<file path="src/rtl/conv_window_feeder.sv">
// Streaming 3x3 window generator: two line buffers plus a 3x3 shift register, registered output.
// Optional frame counter port o_frame_cnt when CONV_FEEDER_FRAME_CNT_EN is defined.
module conv_window_feeder #(
    parameter int unsigned DATA_WIDTH = 4,
    parameter int unsigned IMG_WIDTH  = 8,
    parameter int unsigned IMG_HEIGHT = 8
) (
    input  logic                                   i_clk,
    input  logic                                   i_rst_n,
    input  logic                                   i_valid,
    output logic                                   o_ready,
    input  logic [DATA_WIDTH-1:0]                  i_pixel,
    output logic                                   o_valid,
    input  logic                                   i_ready,
    output logic [0:2][0:2][DATA_WIDTH-1:0]        o_window,
    output logic                                   o_last
`ifdef CONV_FEEDER_FRAME_CNT_EN
    ,
    output logic [15:0]                            o_frame_cnt
`endif
);

    localparam int unsigned CW = $clog2(IMG_WIDTH);
    localparam int unsigned RW = $clog2(IMG_HEIGHT);

    localparam logic [0:0] S_FILL   = 1'b0;
    localparam logic [0:0] S_STREAM = 1'b1;

    typedef logic [0:2][0:2][DATA_WIDTH-1:0] window_t;

    logic [CW-1:0]         col_q;
    logic [RW-1:0]         row_q;
    logic [0:0]            state_q;
    logic [DATA_WIDTH-1:0] line0_q [IMG_WIDTH];
    logic [DATA_WIDTH-1:0] line1_q [IMG_WIDTH];
    window_t               shift_q;
    window_t               shift_d;

    logic                  accept;
    logic                  col_last;
    logic                  row_last;
    logic                  frame_last;
    logic                  emit;
    logic [DATA_WIDTH-1:0] rd0;
    logic [DATA_WIDTH-1:0] rd1;

    assign o_ready    = !o_valid || i_ready;
    assign accept     = i_valid && o_ready;
    assign col_last   = (col_q == CW'(IMG_WIDTH - 1));
    assign row_last   = (row_q == RW'(IMG_HEIGHT - 1));
    assign frame_last = col_last && row_last;
    assign rd0        = line0_q[col_q];
    assign rd1        = line1_q[col_q];
    assign emit       = accept && (state_q == S_STREAM) && (col_q >= CW'(2));

    // Shift left by one column; the new right column is {row r-2, row r-1, row r}.
    always_comb begin
        shift_d = shift_q;
        for (int r = 0; r < 3; r++) begin
            shift_d[r][0] = shift_q[r][1];
            shift_d[r][1] = shift_q[r][2];
        end
        shift_d[0][2] = rd1;
        shift_d[1][2] = rd0;
        shift_d[2][2] = i_pixel;
    end

    always_ff @(posedge i_clk) begin
        if (!i_rst_n) begin
            col_q    <= '0;
            row_q    <= '0;
            state_q  <= S_FILL;
            shift_q  <= '0;
            o_window <= '0;
            o_valid  <= 1'b0;
            o_last   <= 1'b0;
        end else begin
            if (accept) begin
                shift_q <= shift_d;
                if (col_last) begin
                    col_q <= '0;
                    row_q <= row_last ? '0 : row_q + RW'(1);
                end else begin
                    col_q <= col_q + CW'(1);
                end
                if (state_q == S_FILL && row_q == RW'(1) && col_last) begin
                    state_q <= S_STREAM;
                end else if (state_q == S_STREAM && frame_last) begin
                    state_q <= S_FILL;
                end
            end
            if (emit) begin
                o_window <= shift_d;
                o_valid  <= 1'b1;
                o_last   <= frame_last;
            end else if (i_ready) begin
                o_valid <= 1'b0;
                o_last  <= 1'b0;
            end
        end
    end

    // Line buffers are not reset; columns 0-1 of each row only refill the shift register.
    always_ff @(posedge i_clk) begin
        if (accept) begin
            line0_q[col_q] <= i_pixel;
            line1_q[col_q] <= rd0;
        end
    end

`ifdef CONV_FEEDER_FRAME_CNT_EN
    always_ff @(posedge i_clk) begin
        if (!i_rst_n) begin
            o_frame_cnt <= '0;
        end else if (o_valid && o_last && i_ready) begin
            o_frame_cnt <= o_frame_cnt + 16'd1;
        end
    end
`endif

endmodule

</file>
<file path="config.mk">
export PLATFORM = sky130hd
export DESIGN_NAME = conv_window_feeder
export DESIGN_NICKNAME = d
export VERILOG_FILES = /design/src/rtl/conv_window_feeder.sv
export SDC_FILE = /design/constraint.sdc
export NUM_CORES = 1
export LEC_CHECK = 0
export CAP_MARGIN = 25
export CORE_MARGIN = 5
export CORE_UTILIZATION = 40
export DETAILED_ROUTE_END_ITERATION = 10
export GPL_ROUTABILITY_DRIVEN = 1
export PLACE_DENSITY_LB_ADDON = 0.12
export SYNTH_ARGS = -nofsm -noshare
export SYNTH_HDL_FRONTEND = slang
export SYNTH_SLANG_ARGS = --single-unit
export TNS_END_PERCENT = 1
</file>
<file path="constraint.sdc">
create_clock -name i_clk -period 2.4 [get_ports i_clk]
set_input_delay 0.48 -clock i_clk [delete_from_list [all_inputs] [get_ports i_clk]]
set_output_delay 0.48 -clock i_clk [all_outputs]
set_load 0.005 [all_outputs]
</file>
==> results <==
- The global-route wire length before repair is 19700 um.
- Compared with the post-synthesis result, the final layout area differs by 23.2%.
- Counting every net in the synthesized netlist gives 446.
- The H-tree generated during clock tree synthesis spans 4 levels.
- Of the total synthesized cell area, the portion taken by full adders, half adders and majority gates is 0.0139.
- TritonCTS built the clock tree.
- Counting the fill cells in the layout gives 1172.
- The number of input and output port buffers inserted is 46.
- The number of sinks on the clock net is 136.
- The count of standard-cell rows is 42.
- The detailed-router iteration count before antenna repair is 7.
- The die span in x is 126 um.
- The worst slew slack as a fraction of its limit is 0.602.
- Measured along the y axis, the die boundary spans 126 um.
- In the finished design, the share of the clock period the worst path needs comes to 0.907.
- The final layout net count is 496.
- The compound-gate portion of the synthesized area is 0.138.
- The footprint of the multi-input gates is 0.00179 mm^2.
- VDD sags by at most 0.000378 V.
- After synthesis, the largest family of logic cells by area is compound AO/OA/AOI/OAI gates.
- The average size of a mapped cell is 12.5 um^2.
- Power spread over the standard cell area amounts to 782 mW/mm^2.
- The post-synthesis instance area is 0.00538 mm^2.
- The total core area is 0.0132 mm^2.
- The final-report hold violation count is 0.
- The number of violations of the max-capacitance limit is 0.
- After detailed routing, the number of remaining DRC violations is 0.
- Counting every instance in the synthesized netlist gives 432.
- STA classifies the critical path startpoint as a primary input.
- The pin count of the biggest net entering global routing is 49.
- Wires add up to 12000 um.
- 47 I/O pins were placed.
- In the post-synthesis netlist, the biggest area contributors are sky130_fd_sc_hd__edfxtp_1, sky130_fd_sc_hd__dfxtp_1, sky130_fd_sc_hd__a21oi_1, sky130_fd_sc_hd__o31ai_1, sky130_fd_sc_hd__mux4_2.
- The starting density of the core is 0.407.
- The post-CTS repair timing setup buffer count is 0.
- After synthesis, the most frequently instantiated cells are sky130_fd_sc_hd__dfxtp_1, sky130_fd_sc_hd__edfxtp_1, sky130_fd_sc_hd__a21oi_1.
- Setup total negative slack on the finished layout was measured at 0 ns.
- Counting the buffers created by CTS gives 17.
- After clock tree synthesis, the repair step resized 0 gates.
- The simple-gate portion of the synthesized area is 0.0867.
- The number of pins with negative max-slew slack in the final report came to 0.
- The number of antenna violations at the first check in global routing is 0.
- The highest net fanout along the worst path is 3.
- The min-delay analysis places its worst path in the category flip-flop to flip-flop.
- Of the total synthesized cell area, the portion taken by XOR and XNOR cells is 0.
- Setup slack on the worst reg-to-reg path comes out at 0.30 ns.
- The portion of synthesized area spent on multiplexers is 0.0906.
- The share of synthesized flip-flops with an asynchronous set or reset is 0.
- The number of buffers on the longest clock path is 2.
- The leading cell type by number of instances after synthesis is sky130_fd_sc_hd__dfxtp_1.
- The cell at the root of the clock tree is sky130_fd_sc_hd__clkbuf_16.
- Of the synthesized area, sequential elements account for 0.625.
- STA classifies the critical path endpoint as an output port.
- The count of distinct cell types in the synthesized netlist is 35.
- The total global routing overflow is 0.
- The synthesized design contains 136 register bits.
- The average wire per cell in the routed design is 17.9 um.
- The number of design-rule violations left by the first detailed-router iteration is 218.
- After layout, the worst setup slack is 0.224 ns.
- The warning count from the yosys run is 0.
- The hold buffer count at CTS is 0.
- In the final layout, flip-flops and latches occupy 0.00336 mm^2.
- In the final layout, the share of cells above drive strength 1 is 0.152.
- The number of antenna diodes in the final layout is 0.
- The critical path is of the primary input to output port type.
- The clock reaches the later pin of the worst-skew pair after 0.41 ns.
- Of the post-synthesis cell area, the dominant cell type holds 0.357.
- The leakage power is 2.17 nW.
- The time the final worst path needs with I/O delays and setup is 2.18 ns.
- Of all cell types, the one taking the most synthesized area is sky130_fd_sc_hd__edfxtp_1.
- The fmax is 0.460 GHz.
- Timing analysis after detailed placement gives a worst setup slack of 0.202 ns.
- At the pin with the least slew margin, the transition time is 0.594 ns.
- The placed wire-length estimate is 7860 um.
- The via count of the first global-routing pass came to 3709.
- The antenna violation net count after detailed routing is 0.
- The data required time of the critical path is 1.92 ns.
- In the global route stage, overall resource usage came out at 0.157.
- The detailed-route vias per instance is 5.57.
- The run finished with clean final reports.
- Among all flip-flop cells after synthesis, the most frequent one is sky130_fd_sc_hd__dfxtp_1.
- On the final layout, the worst clock skew is 0.0105 ns.
- The number of synthesized flops with an enable pin is 64.
- The final route contains 3736 vias.
- The floorplan step defined a die boundary enclosing 0.0159 mm^2.
- Setup violations remaining at the end of the flow were counted as 0.
- Setup repair after global routing left no endpoint under its margin.
- The endpoint arrival time on the critical path is 1.70 ns.
- The weighted congestion at the end of routability-driven global placement is 0.736.
- The clock input transition at the sequential cells of the worst setup and hold paths is 0.05 ns.
==> sequential cells by signal (all words and copies together) (netlist names), named ones only <==
| signal | cells |
|---|---|
| o_window | 36 |
| col_q | 3 |
| line0_q | 32 |
| shift_d | 24 |
| o_last | 1 |
| state_q | 1 |
| line1_q | 32 |
| row_q | 3 |
| o_valid | 1 |
==> layout by cell type (no fill, tap or decap), drive strengths merged, types with 8 or more instances in the layout <==
cell / netlist / final
o31ai: 32 / 32
clkinv: 1 / 8
nand2: 20 / 20
clkbuf: 22 / 24
a21oi: 51 / 51
inv: 10 / 10
o22ai: 16 / 16
o21ai: 18 / 18
buf: 21 / 29
edfxtp: 64 / 64
nand3: 19 / 19
mux4: 16 / 16
nand4: 33 / 33
dfxtp: 72 / 72
clkdlybuf4s50: 0 / 45
mux2i: 8 / 8
==> path summary, 6_finish.rpt <==
kind	depth (start not counted)	endpoint	startpoint
hold reg to reg	2	o_window[19]	o_window[19]
setup reg to reg	3	line1_q[7][1]	flip-flop
setup / recovery	4	o_ready	i_ready
hold / removal	2	o_window[19]	o_window[19]
==> through the flow <==
step | util | hold WS, ns | cell area [um^2] | power [mW] | cells
2_1_floorplan | - | 0.443 | 5380 | 2.76 | 432
3_3_place_gp | 0.459 | 0.456 | 6080 | 2.86 | 639
3_5_place_dp | 0.459 | 0.462 | 6080 | 2.86 | 639
4_1_cts | 0.501 | 0.471 | 6630 | 5.25 | 671
5_1_grt | 0.501 | 0.498 | 6630 | 5.38 | 671
6_report | 0.501 | 0.467 | 6630 | 5.19 | 671
==> worst max-delay path, stage by stage <==
cell and delay, ns:
sky130_fd_sc_hd__clkdlybuf4s50_1 0.53, sky130_fd_sc_hd__nor2b_4 0.06, sky130_fd_sc_hd__inv_1 0.09, sky130_fd_sc_hd__clkdlybuf4s50_1 0.54
==> cell families (layout without fill, tap and decap cells) <==
kind of cell | after synthesis | after routing
AO/OA/AOI/OAI | 123 | 123
adder cells (fa/ha/maj) | 6 | 6
buffers and inverters | 54 | 117
flip-flops | 136 | 136
multiplexers | 24 | 24
AND/OR/NAND/NOR | 89 | 89
==> report_power, final <==
part           switching [mW]  leakage, nW  internal [mW]
Clock                   0.898        0.280           1.48
Combinational           0.163        0.728          0.107
Sequential             0.0416         1.17           2.50
Total                    1.10         2.17           4.09
==> area by class of cell <==
type	instances	share of cell area
Clock buffer	24	0.0773
Tap cell	176	0.0332
Sequential cell	136	0.507
Inverter	11	0.00623
Timing Repair Buffer	74	0.100
Clock inverter	8	0.00641
Multi-Input combinational cell	242	0.269
==> layer usage <==
metal | vias up | GRT usage | share of wire | routed length [um]
met5 | - | 0 | 0 | 0
met2 | 106 | 0.241 | 0.48 | 5770
met4 | 0 | 0.0700 | 0.012 | 149
met1 | 1837 | 0.212 | 0.46 | 5500
li1 | 1778 | - | - | -
met3 | 15 | 0.0368 | 0.048 | 573
No activity file was read; power rests on OpenSTA's default activity.
==> variant, RTL diff (same flow settings) <==
Set the parameter `DATA_WIDTH` to 5 (it was 4).
--- a/src/rtl/conv_window_feeder.sv
+++ b/src/rtl/conv_window_feeder.sv
@@ -1,7 +1,7 @@
 // Streaming 3x3 window generator: two line buffers plus a 3x3 shift register, registered output.
 // Optional frame counter port o_frame_cnt when CONV_FEEDER_FRAME_CNT_EN is defined.
 module conv_window_feeder #(
-    parameter int unsigned DATA_WIDTH = 4,
+    parameter int unsigned DATA_WIDTH = 5,
     parameter int unsigned IMG_WIDTH  = 8,
     parameter int unsigned IMG_HEIGHT = 8
 ) (
Ports: changed (resized i_pixel and o_window); port bits go from 47 to 57. The function was not compared with the original's and may differ.
==> variant against the unedited design <==
Routed wire length is 24% higher; final area is 20% higher; register-to-register slack better by 0.21 ns; sequential cell count is 31 higher; sequential share of layout area is 1.3 points higher; synthesized area is 23% higher; via count is 19% higher; combinational power is 31% higher; clock skew hardly changed; power is 17% higher; worst setup slack worse by 0.087 ns; final cell count is 20% higher; critical path depth stayed put.
==> variant: results (changes against the unedited design) <==
stage;metric;value;unit;change
final_layout;Post-Layout Cell Count;804;;+20%
synth;Mapped Cells;522;;+21%
global_routing;pin count of the biggest net entering global routing;64;;+31%
final_layout;layout cell share with drive strength beyond 1;15.92;%;+0.77 points
final_layout;fin nets;586;;+18%
placement;GP Congestion;0.7640;;+3.8%
worst_hold_path;Hold Crit Class;in -> reg;;
synth;net count after synthesis;537;;+20%
routing;drt first pass iters;5;;-2
final_layout;Largest regs;o_window: 45 flops, line0_q: 40 flops, line1_q: 40 flops;;
sta;Setup Skew;0.01049;ns;-0.0000008000 ns
routing;vias per inst;5.534;;-0.61%
synth;Seq/Total Area, Yosys;62.77;%;+0.31 points
global_routing;vias in the first global route;4411;;+19%
synth;Post-Synthesis Cell Area;0.006601;mm²;+23%
placement;Placement Cell Area;0.007402;mm²;+22%
power;worst vdd ir;0.0005534;V;+47%
synth;ranking of synthesized cells by area;edfxtp_1 (36%), dfxtp_1 (26%), mux4_2 (6.8%);;
placement;DPL Wire Length;9609;µm;+22%
global_routing;GRT Overall Usage;15.61;%;-0.052 points
worst_setup_path;cell count of the worst reg-to-reg path;4;;+1
worst_setup_path;CP Max Fanout;6;;+3
placement;Port-buffer cells;56;;+22%
routing;initial drt markers;373;;+71%
worst_setup_path;CP Capture Point;o_ready;;
worst_setup_path;max incr delay on CP;0.52;ns;-0.02 ns
worst_setup_path;CP arrival;1.78;ns;+0.08 ns
routing;final wirelength;14900;µm;+24%
status;status;finished clean;;
placement;DP Cell Count;772;;+21%
worst_setup_path;reg-to-reg endpoint;line1_q[2][2];;
global_routing;first-pass GRT wire length;23960;µm;+22%
sta;Slew Limit Headroom;55.78;%;-4.4 points
synth;EDFF count, synth;80;;+25%
synth;commonest cells in the synthesized netlist;dfxtp_1 (87), edfxtp_1 (80), a21oi_1 (62);;
power;leakage;2.548;nW;+17%
worst_setup_path;Crit. Startpoint;i_ready;;
worst_setup_path;flop2flop setup slack;0.51;ns;+0.21 ns
variant: tightest hold or removal path, stage by stage:
cell,delay (ns)
buf_2,0.13
nand4_1,0.11
a21oi_1,0.06
variant: kinds of logic (layout without fill, tap and decap cells):
kind of cell / count (synthesis) / after routing / synth area share [%]
compound gates: 149 / 149 / 13.53
fa+ha+maj: 6 / 6 / 1.137
buf+inv: 66 / 128 / 4.928
flops: 167 / 167 / 62.77
mux: 30 / 30 / 9.287
simple gates: 104 / 104 / 8.340
variant: worst min path at each step:
stage,start,end,depth (start not counted)
after floorplan,shift_d[10],o_window[10],2
after global placement,o_window[40],o_window[40],2
after detailed placement,o_window[27],o_window[27],2
after CTS,i_valid,o_window[41],3
after global routing,i_valid,o_window[41],3
final,i_valid,o_window[41],3
variant: metal layers:
| metal | GRT usage, % | vias to the layer above | wire (µm) |
|---|---|---|---|
| li1 | - | 2121 | - |
| met1 | 21.04 | 2181 | 6901 |
| met2 | 24.67 | 123 | 6971 |
| met3 | 3.488 | 24 | 686 |
| met4 | 6.084 | 0 | 341 |
| met5 | 0 | - | 0 |
variant: layout make-up:
type / count / area, µm²
repair buffers: 84 / 790.8
inverters: 12 / 45.04
multi-input cells: 289 / 2147
clock buffers: 20 / 478.0
well taps: 220 / 275.3
fillers: 1433 / 8437
clock inverters: 12 / 90.09
flip-flops and latches: 167 / 4144
variant: power by group:
group / total [mW] / switching (mW) / internal [mW]
Combinational: 0.354 / 0.216 / 0.138
Sequential: 3.12 / 0.0502 / 3.07
Clock: 2.59 / 1.13 / 1.45
Total: 6.06 / 1.40 / 4.66
variant: through the flow:
step	setup slack [ns]	util (%)
3_3_place_gp	0.1371	45.12
4_1_cts	0.1253	48.58
6_report	0.1366	48.58
5_1_grt	0.08398	48.58
2_1_floorplan	0.2227	-
3_5_place_dp	0.1319	45.12
